## config.mk

```make
export PLATFORM = sky130hd
export DESIGN_NAME = pwm_clock_bank
export DESIGN_NICKNAME = d
export VERILOG_FILES = /design/src/rtl/pwm_clock_bank.sv
export SDC_FILE = /design/constraint.sdc
export NUM_CORES = 1
export LEC_CHECK = 0
export BUFFER_PORTS_ARGS = -buffer_cell sky130_fd_sc_hd__buf_2
export CAP_MARGIN = 20
export CORE_ASPECT_RATIO = 1.25
export CORE_MARGIN = 3
export CORE_UTILIZATION = 30
export CTS_CLUSTER_SIZE = 14
export DETAILED_ROUTE_END_ITERATION = 10
export PLACE_DENSITY = 0.55
export REMOVE_ABC_BUFFERS = 1
export SYNTH_ARGS = -nofsm -noshare
export SYNTH_HDL_FRONTEND = slang
export SYNTH_SLANG_ARGS = --single-unit
```

## constraint.sdc

```tcl
create_clock -name fast_clk -period 4.4 [get_ports fast_clk]
set_clock_uncertainty 0.15 [all_clocks]
set_input_delay 0.88 -clock fast_clk [delete_from_list [all_inputs] [get_ports fast_clk]]
set_output_delay 0.88 -clock fast_clk [all_outputs]
set_load 0.1 [all_outputs]
```

## src/rtl/pwm_clock_bank.sv

```systemverilog
// Bank of independent PWM clock generators whose period/duty updates are shadowed and
// only take effect at a period boundary. Define PWM_CLOCK_BANK_INVERT_EN to add cfg_invert.
module pwm_clock_bank #(
    parameter int WIDTH    = 8,
    parameter int CHANNELS = 4,
    parameter int CW       = (CHANNELS > 1) ? $clog2(CHANNELS) : 1
) (
    input  logic                fast_clk,
    input  logic                rst,
    input  logic                enable,
    input  logic                cfg_valid,
    output logic                cfg_ready,
    input  logic [CW-1:0]       cfg_chan,
    input  logic [WIDTH-1:0]    cfg_period,
    input  logic [WIDTH-1:0]    cfg_duty,
`ifdef PWM_CLOCK_BANK_INVERT_EN
    input  logic                cfg_invert,
`endif
    output logic [CHANNELS-1:0] clk_out,
    output logic [CHANNELS-1:0] period_tick
);

    logic [WIDTH-1:0]    act_period [CHANNELS];
    logic [WIDTH-1:0]    act_duty   [CHANNELS];
    logic [WIDTH-1:0]    shd_period [CHANNELS];
    logic [WIDTH-1:0]    shd_duty   [CHANNELS];
    logic [WIDTH-1:0]    count      [CHANNELS];
    logic [CHANNELS-1:0] pending;
    logic [CHANNELS-1:0] wr_hit;
    logic [CHANNELS-1:0] wrap;
    logic [CHANNELS-1:0] level;
    logic                chan_in_range;
    logic                sel_pending;
`ifdef PWM_CLOCK_BANK_INVERT_EN
    logic [CHANNELS-1:0] act_invert;
    logic [CHANNELS-1:0] shd_invert;
`endif

    // Out-of-range channels are always ready so such writes drain harmlessly.
    always_comb begin
        chan_in_range = (32'(cfg_chan) < 32'(CHANNELS));
        sel_pending   = 1'b0;
        for (int i = 0; i < CHANNELS; i++) begin
            if (cfg_chan == CW'(i)) begin
                sel_pending = pending[i];
            end
        end
        cfg_ready = chan_in_range ? (!rst && !sel_pending) : 1'b1;
        wr_hit = '0;
        wrap   = '0;
        level  = '0;
        for (int i = 0; i < CHANNELS; i++) begin
            wr_hit[i] = cfg_valid && cfg_ready && (cfg_chan == CW'(i));
            wrap[i]   = (count[i] == (act_period[i] - WIDTH'(1)));
`ifdef PWM_CLOCK_BANK_INVERT_EN
            level[i]  = (count[i] < act_duty[i]) ^ act_invert[i];
`else
            level[i]  = (count[i] < act_duty[i]);
`endif
        end
    end

    // A write can only land while pending is clear and an update only applies while it is
    // set, so the two never collide on the same channel in one cycle.
    always_ff @(posedge fast_clk) begin
        if (rst) begin
            for (int i = 0; i < CHANNELS; i++) begin
                act_period[i] <= '0;
                act_duty[i]   <= '0;
                shd_period[i] <= '0;
                shd_duty[i]   <= '0;
                count[i]      <= '0;
            end
            pending     <= '0;
            clk_out     <= '0;
            period_tick <= '0;
`ifdef PWM_CLOCK_BANK_INVERT_EN
            act_invert  <= '0;
            shd_invert  <= '0;
`endif
        end else begin
            for (int i = 0; i < CHANNELS; i++) begin
                if (wr_hit[i]) begin
                    shd_period[i] <= cfg_period;
                    shd_duty[i]   <= cfg_duty;
                    pending[i]    <= 1'b1;
`ifdef PWM_CLOCK_BANK_INVERT_EN
                    shd_invert[i] <= cfg_invert;
`endif
                end
                if (act_period[i] == '0) begin
                    count[i]       <= '0;
                    clk_out[i]     <= 1'b0;
                    period_tick[i] <= 1'b0;
                    if (pending[i]) begin
                        act_period[i] <= shd_period[i];
                        act_duty[i]   <= shd_duty[i];
                        pending[i]    <= 1'b0;
`ifdef PWM_CLOCK_BANK_INVERT_EN
                        act_invert[i] <= shd_invert[i];
`endif
                    end
                end else if (enable) begin
                    period_tick[i] <= wrap[i];
                    clk_out[i]     <= level[i];
                    if (wrap[i]) begin
                        count[i] <= '0;
                        if (pending[i]) begin
                            act_period[i] <= shd_period[i];
                            act_duty[i]   <= shd_duty[i];
                            pending[i]    <= 1'b0;
`ifdef PWM_CLOCK_BANK_INVERT_EN
                            act_invert[i] <= shd_invert[i];
`endif
                        end
                    end else begin
                        count[i] <= count[i] + WIDTH'(1);
                    end
                end else begin
                    period_tick[i] <= 1'b0;
                end
            end
        end
    end

endmodule

```

==> Yosys cells after proc, flatten, opt, wreduce, memory -nomap -nowiden <==
Memories as Yosys holds them, arrays and structs flattened.
Index checks and enable logic that the tools add are counted.
{ "totals": {"output_inout_bits": 9, "elab_cells": 253, "ram_bits": 160, "regBits": 12, "mem_count": 5, "inputBits": 22} }
{ "classes": {"muxes": 162, "add_sub_neg": 8, "bitwise": 37, "n_reduce_logical": 21, "eq_ne": 7, "order_cmp": 4} }
{ "memory_table": {"columns": ["memory", "words", "width", "read_ports", "rd_ports_with_merged_regs", "wr", "line_no", "rtl"], "rows": [
  ["act_duty", 4, 8, 4, 0, 4, "24", "logic [WIDTH-1:0] act_duty [CHANNELS];"],
  ["act_period", 4, 8, 4, 0, 4, "23", "logic [WIDTH-1:0] act_period [CHANNELS];"],
  ["count", 4, 8, 4, 0, 4, "27", "logic [WIDTH-1:0] count [CHANNELS];"],
  ["shd_duty", 4, 8, 4, 0, 4, "26", "logic [WIDTH-1:0] shd_duty [CHANNELS];"],
  ["shd_period", 4, 8, 4, 0, 4, "25", "logic [WIDTH-1:0] shd_period [CHANNELS];"]
]} }
{ "op_table": {"columns": ["cell", "n"], "rows": [
  ["2-to-1 mux 8 bit", 36],
  ["2-to-1 mux 1 bit", 126],
  ["OR 1 bit", 36],
  ["adder 8 x 1 -> 8 bit, second input constant", 4],
  ["equality test 8 bit", 4],
  ["logical NOT 8 bit", 4],
  ["less-than comparator 8 bit", 4],
  ["subtractor 8 x 1 -> 8 bit, second input constant", 4],
  ["OR reduction 3 bit", 4],
  ["OR reduction 2 bit", 4],
  ["logical AND 1 bit", 6],
  ["equality test 2 bit, second input constant", 2],
  ["equality test 2 x 1 -> 1 bit, second input constant", 1],
  ["logical NOT 1 bit", 2],
  ["logical NOT 2 bit", 1],
  ["NOT 1 bit", 1]
]} }

==> Logic depth before layout (Yosys ltp) <==
Gate-level depths: netlist (run 1).
{ "depth": {"depth_word": 14, "ltp_mapped": 10, "mapped_depth_nobuf": 8} }

==> Least setup slack after synthesis (run 1) <==
No wires, ideal clock.
{ "synth_path": {"path_type": "in2out", "startpoint": "in cfg_chan[0]", "endpoint": "out cfg_ready", "slack_ns": 0.758, "path_buffers": 0, "t_required_ns": 3.370, "path_stages": 2, "arrival_ns": 2.612, "path_cell_list": "mux4_2 > nor2_1"} }
{ "synth_between": {"elab_chain_len": 7, "elab_cells_between_ends": 10, "cone_classes": "eq/ne: 3; mux: 4; reduce/logical: 3"} }
{ "synth_lines": {"columns": ["item", "line_no", "rtl"], "rows": [
  ["from (decl)", "13", "input logic [CW-1:0] cfg_chan,"],
  ["logical NOT 2 bit", "44", "if (cfg_chan == CW'(i)) begin"],
  ["2-to-1 mux 1 bit (3 in series)", "44", null],
  ["2-to-1 mux 1 bit *", "44", null],
  ["logical NOT 1 bit *", "48", "cfg_ready = chan_in_range ? (!rst && !sel_pending) : 1'b1;"],
  ["logical AND 1 bit *", "48", null],
  ["to (decl)", "12", "output logic cfg_ready,"]
]} }
Mark *: on every way between the ends. The rest lies on a longest branch, timed or not.

==> Worst setup path after layout (run 1) <==
Same ends and word-level chain as after synthesis.

==> run_results.csv, run 1 <==
group,metric,value,unit
floorplan,die_y,196,microns
grt,grt_usage,12.0,%
synth,synth_ff_type,"edfxtp_1",
finish,final_cell_area,9820,sq um
sta,slew_headroom,53.4,%
worst_setup_path,critical_path_class,"in -> out",
sta,finalCritPeriodShare,75.2,%
synth,ys_warn_count,0,
synth,avgSynthCellArea,12.1,sq um
floorplan,core_area,28500,sq um
worst_setup_path,start_kind,"primary input",
synth,syn_area,8690,sq um
synth,synth.area.top_cells,"edfxtp_1 55%, ha_1 5.3%, and2_1 5.0%, nor3b_1 4.8%, xor2_1 3.2%",
grt,grt_pass1_vias,5263,
sta,rsz0062_at_grt,"false",
finish,layoutNonFillerInstCount,1118,
synth,synth-seq-cells,172,
sta,tightest_slew,0.693,ns
sta,hold_ws,0.345,ns
worst_setup_path,crit_required,3.37,ns
synth,synth-edff-count,160,
placement,placed_cells,1086,
floorplan,dieArea,31100,sq um
clocking,cts_tree,"done",
sta,finalCriticalPeriod,3.31,ns
clocking,cts_resized,0,
grt,grt_max_degree,19,
drt,drt_first_iter_violations,259,
grt,antenna_found_initial,0,
clocking,hold_buffers,0,
clocking,cts.htree.levels,4,
worst_setup_path,crit_fanout,5,
placement,io_buffers,30,
grt,grt_pass1_wl,28.5,mm
drt,viasPerCell,4.71,
drt,via_count,5265,
sta,hold_viol,0,
drt,drc,0,
sta,layout_setup_ws,1.09,ns
drt,first_pass_iters,4,
pwr,ir_worst_vdd,0.265,mV
worst_hold_path,hp-class,"reg -> reg",
worst_setup_path,crit_path_end_kind,"output pin",
clocking,insertion_delay,0.43,ns
clocking,cts.sinks,172,
worst_setup_path,cp.arrival,2.28,ns
placement,gp_congestion,0.808,
floorplan,start_util,30.5,%
drt,finalWirelength,17.6,mm
drt,antenna_left,0,
clocking,clk_path_buf_depth,2,
sta,timing.final.max_slew_violations,0,
finish,drive_gt1_share,13.2,%
synth,synth_top_area_share,55.3,%
clocking,path_clk_slew,0.07,ns
synth,yosys.cell_types.count,55,
worst_setup_path,rrSetupSlack,1.12,ns
synth,ys_seq_area_share,58.1,%
sta,setup_viol,0,
finish,final_nets,809,
floorplan,num_rows,69,
pwr,power_density,385,nW/um^2
finish,final_cell_mix,"160 x edfxtp_1, 69 x and2_1, 56 x nor3b_1",
clocking,cts_root_buffer,"clkbuf_16",
clocking,cts_buffers,17,
finish,layout_commonest_cell,"edfxtp_1",
placement,place_hpwl,12.5,mm
drt,wl_per_cell,15.8,microns
grt,grt_overflow_total,0,
sta,fin_tns_setup,0,ns
finish,syn_to_final_growth,13.0,%
synth,async_flop_share,0,%
synth,synth_top_cell_by_area,"edfxtp_1",
clocking,cts_setup_buffers,0,
status,status,"completed",
synth,syn_inst,716,
placement,pre_cts_ws,1.08,ns
placement,place_area,9230,sq um
pwr,leakage,0.00367,uW
flow_run,max-cap-violations,0,
floorplan,dieWidth,158,microns
finish,num_antenna_cells,0,
floorplan,io_pins,31,
sta,fmaxAchievable,302,MHz
power by group:
group	total, uW	switching (uW)	internal [uW]
Sequential	1940	71.1	1870
Clock	1500	633	869
Combinational	332	209	123
registers in the layout (all words and copies together), names as in the netlist:
register / cells
period_tick: 4
act_period: 32
clk_out: 4
act_duty: 32
shd_duty: 32
count: 32
shd_period: 32
pending: 4
cells by family (layout without fill, tap and decap cells):
logic type,count (synthesis),after routing,share of synthesized area (%)
AO/OA/AOI/OAI,80,80,6.48
buffers and inverters,77,124,3.77
AND/OR/NAND/NOR,289,289,20.0
XOR/XNOR,58,58,5.85
multiplexers,3,3,0.504
flip-flops,172,172,58.1
adder cells (fa/ha/maj),37,37,5.33
synthesized netlist by cell type, types with 2 or more instances:
master / instances
and3_1: 9
o21ai_0: 10
o21bai_1: 4
o211ai_1: 9
inv_1: 51
xnor2_1: 26
dfxtp_1: 12
nand2_1: 20
nand3_1: 23
nor3b_1: 56
a21oi_1: 10
a211oi_1: 7
or2_2: 4
nand3b_1: 5
a32oi_1: 3
xor2_1: 32
edfxtp_1: 160
nor2b_1: 7
buf_1: 3
o31ai_1: 3
or3b_2: 3
a31oi_1: 11
nor3_1: 23
or3_1: 2
ha_1: 37
nor2_1: 33
nor4_1: 3
or3_2: 4
o21a_1: 2
o2111ai_1: 2
and2_2: 13
and2_1: 69
buf_2: 2
clkbuf_1: 19
a21o_1: 10
nand2b_1: 9
and3b_1: 2
worst max-delay path: stages:
cell    delay (ns)
buf_2         0.13
mux4_2        0.51
nor2_1        0.26
buf_2         0.49
worst paths after layout:
path,startpoint,to,depth (start not counted)
worst min register to register,clk_out[1]$_SDFFE_PP0P_,clk_out[1]$_SDFFE_PP0P_,2
worst max register to register,act_period[3][0]$_DFFE_PP_,act_duty[3][1]$_DFFE_PP_,9
worst min-delay path,clk_out[1]$_SDFFE_PP0P_,clk_out[1]$_SDFFE_PP0P_,2
worst max-delay path,cfg_chan[0],cfg_ready,4
layer usage:
| layer | routed length, microns | track usage (%) | up-vias |
|---|---|---|---|
| li1 | - | - | 2644 |
| met1 | 8090 | 15.9 | 2513 |
| met2 | 8560 | 19.5 | 89 |
| met3 | 626 | 2.23 | 19 |
| met4 | 346 | 4.69 | 0 |
| met5 | 0 | 0 | - |
area by class of cell:
| class | instances | area, sq um |
|---|---|---|
| well taps | 355 | 444 |
| clock buffers | 20 | 457 |
| multi-input cells | 467 | 3320 |
| fillers | 2836 | 18700 |
| clock inverters | 12 | 134 |
| flip-flops and latches | 172 | 5040 |
| inverters | 51 | 191 |
| repair buffers | 41 | 233 |
per-stage QoR:
step           power [uW]  utilization (%)
2_1_floorplan        2200                -
3_3_place_gp         2310             32.4
3_5_place_dp         2320             32.4
4_1_cts              3830             34.5
5_1_grt              3940             34.5
6_report             3780             34.5
No activity file was read; power rests on OpenSTA's default activity.
==> inputs of run 2 (changes only) <==
ABC_AREA = 1   (was not set)
PLACE_DENSITY = 0.56   (was 0.55)
clock period = 3 ns   (was 4.4 ns; I/O delays follow)
==> run 2 against run 1 <==
Setup slack lost 0.63 ns. Global-route usage is 0.12 points higher. Synthesized cell count grew 30%. Combinational power is 53% higher. Final area increased by 3.3%. First-iteration DRC count up 73%. Clock power rose by 51%. Wire length is 3.2% higher. Die area is 2.3% higher. Flip-flop and latch count is the same. Sequential share of layout area is 1.6 points lower. Count of clock-buffer cells in the layout down 2. Critical path type unchanged. Largest cell class unchanged.
==> run_results.csv, run 2 <==
group,metric,value,unit
sta,tightest_slew,0.527,ns
floorplan,dieWidth,160,microns
placement,place_hpwl,13.4,mm
synth,synth-seq-cells,172,
synth,synth_top_cell_by_area,"edfxtp_1",
finish,final_nets,1040,
pwr,ir_worst_vdd,0.338,mV
flow_run,max-cap-violations,0,
worst_setup_path,crit_required,2.25,ns
clocking,cts_setup_buffers,0,
sta,hold_viol,0,
synth,async_flop_share,0,%
drt,first_pass_iters,5,
clocking,cts_buffers,17,
sta,timing.final.max_slew_violations,0,
floorplan,num_rows,69,
drt,viasPerCell,4.31,
clocking,path_clk_slew,0.07,ns
worst_setup_path,cp_num_buf_inv,3,
worst_setup_path,rrSetupSlack,0.54,ns
sta,layout_setup_ws,0.463,ns
placement,placed_cells,1352,
floorplan,start_util,30.9,%
finish,num_antenna_cells,0,
worst_setup_path,slowest_delay,0.49,ns
drt,finalWirelength,18.2,mm
clocking,clk_path_buf_depth,2,
floorplan,io_pins,31,
finish,layout_commonest_cell,"inv_1",
placement,gp_congestion,0.793,
grt,grt_pass1_vias,6019,
synth,synth.area.top_cells,"edfxtp_1 54%, inv_1 7.6%, nor2_1 7.2%, nand2_1 5.6%, ha_1 5.2%",
finish,post-route-util,35.2,%
worst_setup_path,critical_path.top_delay_family,"buffers and inverters",
placement,io_buffers,30,
drt,drt_first_iter_violations,448,
worst_setup_path,crit_path_end_kind,"output pin",
drt,via_count,5960,
clocking,cts.sinks,172,
worst_setup_path,r2r_end,"act_period[0][7]$_SDFFCE_PN0P_",
worst_setup_path,crit_slowest_cell,"buf_2",
sta,rsz0062_at_grt,"false",
finish,final_cell_mix,"181 x inv_1, 170 x nor2_1, 160 x edfxtp_1",
worst_hold_path,min_to,"clk_out[1]$_SDFFE_PP0P_",
status,status,"completed",
finish,layoutNonFillerInstCount,1384,
synth,synth_top_area_share,54.0,%
sta,finalCriticalPeriod,2.54,ns
synth,syn_inst,928,
finish,drive_gt1_share,12.7,%
synth,ys_seq_area_share,56.7,%
worst_hold_path,hp-start,"clk_out[1]$_SDFFE_PP0P_",
synth,synth_ff_type,"edfxtp_1",
worst_hold_path,whs_path_depth,2,
synth,yosys-top-cells-count,"181 x inv_1, 170 x nor2_1, 160 x edfxtp_1, 132 x nand2_1, 48 x nand3_1",
clocking,hold_buffers,0,
worst_setup_path,critical_path_class,"in -> out",
pwr,power,5590,uW
pwr,leakage,0.00436,uW
worst_setup_path,path_cells,"buf_2 -> inv_1 -> nand3_1 -> nand3_1 -> nor3_2 -> buf_2",
floorplan,dieArea,31800,sq um
grt,grt_pass1_wl,30.1,mm
drt,antenna_left,0,
grt,antenna_found_initial,0,
sta,fmaxAchievable,394,MHz
worst_setup_path,reg2reg_depth,15,
floorplan,core_area,28800,sq um
pwr,power_density,551,nW/um^2
synth,syn_area,8900,sq um
drt,wl_per_cell,13.1,microns
grt,grt_max_degree,18,
finish,syn_to_final_growth,13.9,%
worst_hold_path,hp-class,"reg -> reg",
synth,avgSynthCellArea,9.59,sq um
floorplan,die_y,199,microns
clocking,cts_root_buffer,"clkbuf_16",
sta,setup_viol,0,
clocking,insertion_delay,0.43,ns
clocking,cts_tree,"done",
clocking,cts_resized,0,
worst_setup_path,crit_fanout,5,
worst_setup_path,path_depth,6,
synth,yosys.cell_types.count,35,
sta,slew_headroom,64.8,%
sta,finalCritPeriodShare,84.6,%
synth,synth.most_common_cell,"inv_1",
clocking,cts.htree.levels,4,
placement,pre_cts_ws,0.503,ns
drt,drc,0,
synth,ys_warn_count,0,
grt,grt_overflow_total,0,
worst_setup_path,timing.rr.start,"act_period[0][0]$_SDFFCE_PN0P_",
worst_setup_path,start_kind,"primary input",
worst_setup_path,cp.arrival,1.79,ns
grt,grt_usage,12.2,%
synth,synth-edff-count,160,
## run 2: cell count changes in the layout (fill, tap and decap cells not counted), moves of 13 or more
cell | before | now
and2_2 | 13 | 0
and2_1 | 69 | 1
nor2_2 | 0 | 25
nand3_1 | 23 | 48
inv_1 | 51 | 181
nand2_1 | 20 | 132
xnor2_1 | 26 | 12
a21oi_1 | 10 | 38
nor2_1 | 33 | 170
nor3b_1 | 56 | 2
## run 2: worst max-delay path by stage
stage,from,endpoint,slack [ns]
floorplan,cfg_chan[1],shd_duty[3][0]$_SDFFCE_PN0P_,-0.62
global placement,cfg_chan[0],cfg_ready,0.52
detailed placement,cfg_chan[1],cfg_ready,0.50
CTS,pending[1]$_SDFF_PP0_,cfg_ready,0.45
global route,act_period[2][0]$_SDFFCE_PN0P_,act_period[2][3]$_SDFFCE_PN0P_,0.32
finish,cfg_chan[1],cfg_ready,0.46
## run 2: report_power, final
part | switching, uW | total, uW | internal (uW)
Clock | 940 | 2260 | 1320
Sequential | 85.8 | 2830 | 2740
Combinational | 345 | 507 | 163
## run 2: cell families after synthesis
family          count (synthesis)  share of synthesized area (%)
flops                         172                           56.7
xor+xnor                       39                           3.84
simple gates                  426                           21.8
buf+inv                       195                           8.97
compound gates                 59                           3.53
fa+ha+maj                      37                           5.20
## run 2: cell type report
type	count	area, sq um
tap	390	488
fill	2983	18700
timing repair buffer	46	270
clock buffer	18	429
sequential	172	5040
multi-input combinational	561	3060
inverter	183	687
clock inverter	14	165
## run 2: metrics by stage
stage | instance area (sq um) | hold slack [ns] | TNS (ns)
6_report | 10100 | 0.339 | 0
3_3_place_gp | 9550 | 0.339 | 0
5_1_grt | 10100 | 0.358 | 0
4_1_cts | 10100 | 0.349 | 0
3_5_place_dp | 9550 | 0.332 | 0
2_1_floorplan | 8790 | 0.326 | -44.61
## run 2: tightest hold or removal path: cells and delay by family, from the launching register on
family             cells  cell delay [ns]
DFF                    1             0.33
AOI/OAI and AO/OA      1             0.06
and+or+nand+nor        1             0.07
## run 2: per-layer routing
layer | global-route usage, % | part of all wire (%) | up-vias
met5 | 0 | 0 | -
met4 | 3.92 | 1.5 | 0
met3 | 2.44 | 3.1 | 17
met2 | 21.2 | 49 | 101
met1 | 15.2 | 46 | 2751
li1 | - | - | 3091
==> inputs of run 3 (changes only) <==
ABC_AREA = 0   (was 1)
PLACE_DENSITY = 0.55   (was 0.56)
clock period = 2.45 ns   (was 3 ns; I/O delays follow)
==> run 3 against run 2 <==
The flow now finishes with violations (negative setup slack). Register-to-register slack lost 0.86 ns. Combinational power rose by 59%. Clock power is 27% higher. Die area down 2.3%. Power up 28%. Wire length grew 4.2%. Non-clock buffer count grew 79. Utilization up 4.0 points. Final area rose by 9.9%. Sequential share of layout area decreased by 4.5 points. Count of clock-buffer cells in the layout up 1. First-iteration DRC count down 45%. Highest routed layer unchanged.
==> run_results.csv, run 3 (synthesis results as in run 1) <==
group,metric,value,unit
sta,fmaxAchievable,361,MHz
worst_setup_path,crit_path_end_kind,"register",
finish,final_cell_area,11100,sq um
floorplan,num_rows,69,
clocking,cts_root_buffer,"clkbuf_16",
placement,place_hpwl,13.2,mm
drt,finalWirelength,18.9,mm
worst_setup_path,critical_path_class,"reg -> reg",
floorplan,dieWidth,158,microns
pwr,ir_worst_vdd,0.477,mV
floorplan,core_area,28500,sq um
placement,io_buffers,30,
placement,gp_congestion,0.797,
worst_setup_path,start_kind,"register",
worst_setup_path,reg2reg_depth,7,
floorplan,die_y,196,microns
drt,drt_first_iter_violations,245,
worst_setup_path,r2r_end,"act_period[1][7]$_SDFFCE_PN0P_",
worst_setup_path,crit_required,2.44,ns
grt,grt_pass1_wl,29.5,mm
flow_run,max-cap-violations,0,
worst_hold_path,hp-class,"in -> reg",
clocking,cts.htree.levels,4,
worst_hold_path,min_to,"shd_period[3][7]$_SDFFCE_PN0P_",
finish,layout_commonest_cell,"edfxtp_1",
drt,via_count,5552,
drt,wl_per_cell,15.8,microns
finish,syn_to_final_growth,28.3,%
worst_setup_path,timing.rr.start,"act_period[1][0]$_SDFFCE_PN0P_",
drt,first_pass_iters,4,
clocking,insertion_delay,0.42,ns
floorplan,io_pins,31,
worst_setup_path,rrSetupSlack,-0.32,ns
finish,final_cell_mix,"160 x edfxtp_1, 72 x buf_4, 68 x and2_1",
worst_hold_path,whs_path_depth,2,
grt,grt_overflow_total,0,
worst_setup_path,path_cells,"or4_4 -> or3_4 -> a2111oi_4 -> o2111ai_2 -> nand2_2 -> a21o_4 -> clkbuf_16",
finish,final_nets,893,
sta,finalCritPeriodShare,113,%
drt,antenna_left,0,
clocking,path_clk_slew,0.07,ns
status,violations,"negative setup slack",
sta,rsz0062_at_grt,"true",
drt,viasPerCell,4.62,
worst_setup_path,crit_slowest_cell,"or4_4",
sta,layout_setup_ws,-0.319,ns
clocking,clk_path_buf_depth,2,
sta,hold_viol,0,
pwr,power_density,640,nW/um^2
sta,finalCriticalPeriod,2.77,ns
floorplan,start_util,30.5,%
sta,tightest_slew,1.13,ns
status,status,"finished with violations",
drt,drc,0,
grt,antenna_found_initial,1,
worst_setup_path,cp.arrival,2.76,ns
sta,hold_ws,0.285,ns
pwr,leakage,0.00430,uW
sta,setup_viol,87,
finish,drive_gt1_share,31.1,%
grt,grt_max_degree,18,
clocking,cts_tree,"done",
floorplan,dieArea,31100,sq um
worst_setup_path,crit_fanout,8,
sta,timing.final.max_slew_violations,0,
clocking,cts_buffers,17,
clocking,cts.sinks,172,
grt,grt_usage,12.4,%
placement,place_area,9770,sq um
worst_hold_path,hp-start,"cfg_period[7]",
sta,slew_headroom,24.4,%
grt,grt_pass1_vias,5540,
worst_setup_path,slowest_delay,0.54,ns
-- run 3: cell types whose count changed in the layout (fill, tap and decap cells not counted), sizes merged, moves of 11 or more --
cell / previous run / this run
a21oi: 38 / 11
a31oi: 0 / 11
and2: 1 / 82
buf: 46 / 122
inv: 187 / 55
nand2: 137 / 20
nand3: 58 / 23
nor2: 200 / 33
nor3: 12 / 23
nor3b: 2 / 56
xnor2: 12 / 26
-- run 3: layer usage --
layer  wire length, microns  global-route usage, %
met1                   8450                   16.0
met2                   9620                   20.9
met3                    513                   2.41
met4                    368                   4.34
met5                      0                      0
-- run 3: worst max-delay path, delay by kind of cell (launching register included) --
kind,cells,cell delay [ns]
and+or+nand+nor,3,1.06
AOI/OAI and AO/OA,3,0.68
buffers and inverters,1,0.15
DFF,1,0.45
-- run 3: cell type report --
cell class,count,area (sq um)
tap,355,444
clock buffer,19,433
fill,2760,17300
multi-input combinational,467,3790
clock inverter,13,189
sequential,172,5040
timing repair buffer,125,1050
antenna,1,2.50
inverter,51,191
-- run 3: worst max path at each step --
| stage | from | to | slack (ns) | cells after the start |
|---|---|---|---|---|
| 5_1_grt | act_period[1][0]$_SDFFCE_PN0P_ | act_duty[1][7]$_SDFFCE_PN0P_ | -0.43 | 7 |
| 4_1_cts | act_period[1][1]$_SDFFCE_PN0P_ | act_period[1][5]$_SDFFCE_PN0P_ | -0.33 | 7 |
| 2_1_floorplan | act_period[3][0]$_DFFE_PP_ | act_duty[3][0]$_DFFE_PP_ | -1.02 | 8 |
| 3_3_place_gp | act_period[1][0]$_SDFFCE_PN0P_ | act_period[1][1]$_SDFFCE_PN0P_ | -0.40 | 7 |
| 3_5_place_dp | act_period[1][0]$_SDFFCE_PN0P_ | act_duty[1][2]$_SDFFCE_PN0P_ | -0.42 | 7 |
| 6_report | act_period[1][0]$_SDFFCE_PN0P_ | act_period[1][7]$_SDFFCE_PN0P_ | -0.32 | 7 |
-- run 3: timing repair --
action / CTS / global route
gates resized for setup: 81 / 63
pin swaps: 46 / 24
cloned: 4 / 3
endpoints found under the setup margin: 131 / 159
buffers inserted: 6 / 7
hold buffers: 0 / 0
endpoints found under the hold margin: 0 / 0
-- run 3: stage by stage --
step | setup WS (ns) | TNS, ns | power, uW | cells | utilization (%)
after global routing | -0.426 | -30.53 | 7410 | 1202 | 39.1
after detailed placement | -0.422 | -24.81 | 4250 | 1153 | 34.3
after floorplan | -1.02 | -71.81 | 3950 | 690 | -
after global placement | -0.405 | -22.32 | 4240 | 1153 | 34.3
final | -0.319 | -16.81 | 7130 | 1203 | 39.1
after CTS | -0.326 | -15.62 | 7160 | 1195 | 37.9
-- run 3: power by group --
part	internal, uW	total, uW	switching, uW
Combinational	345	807	462
Clock	1720	2860	1140
Sequential	3360	3470	103
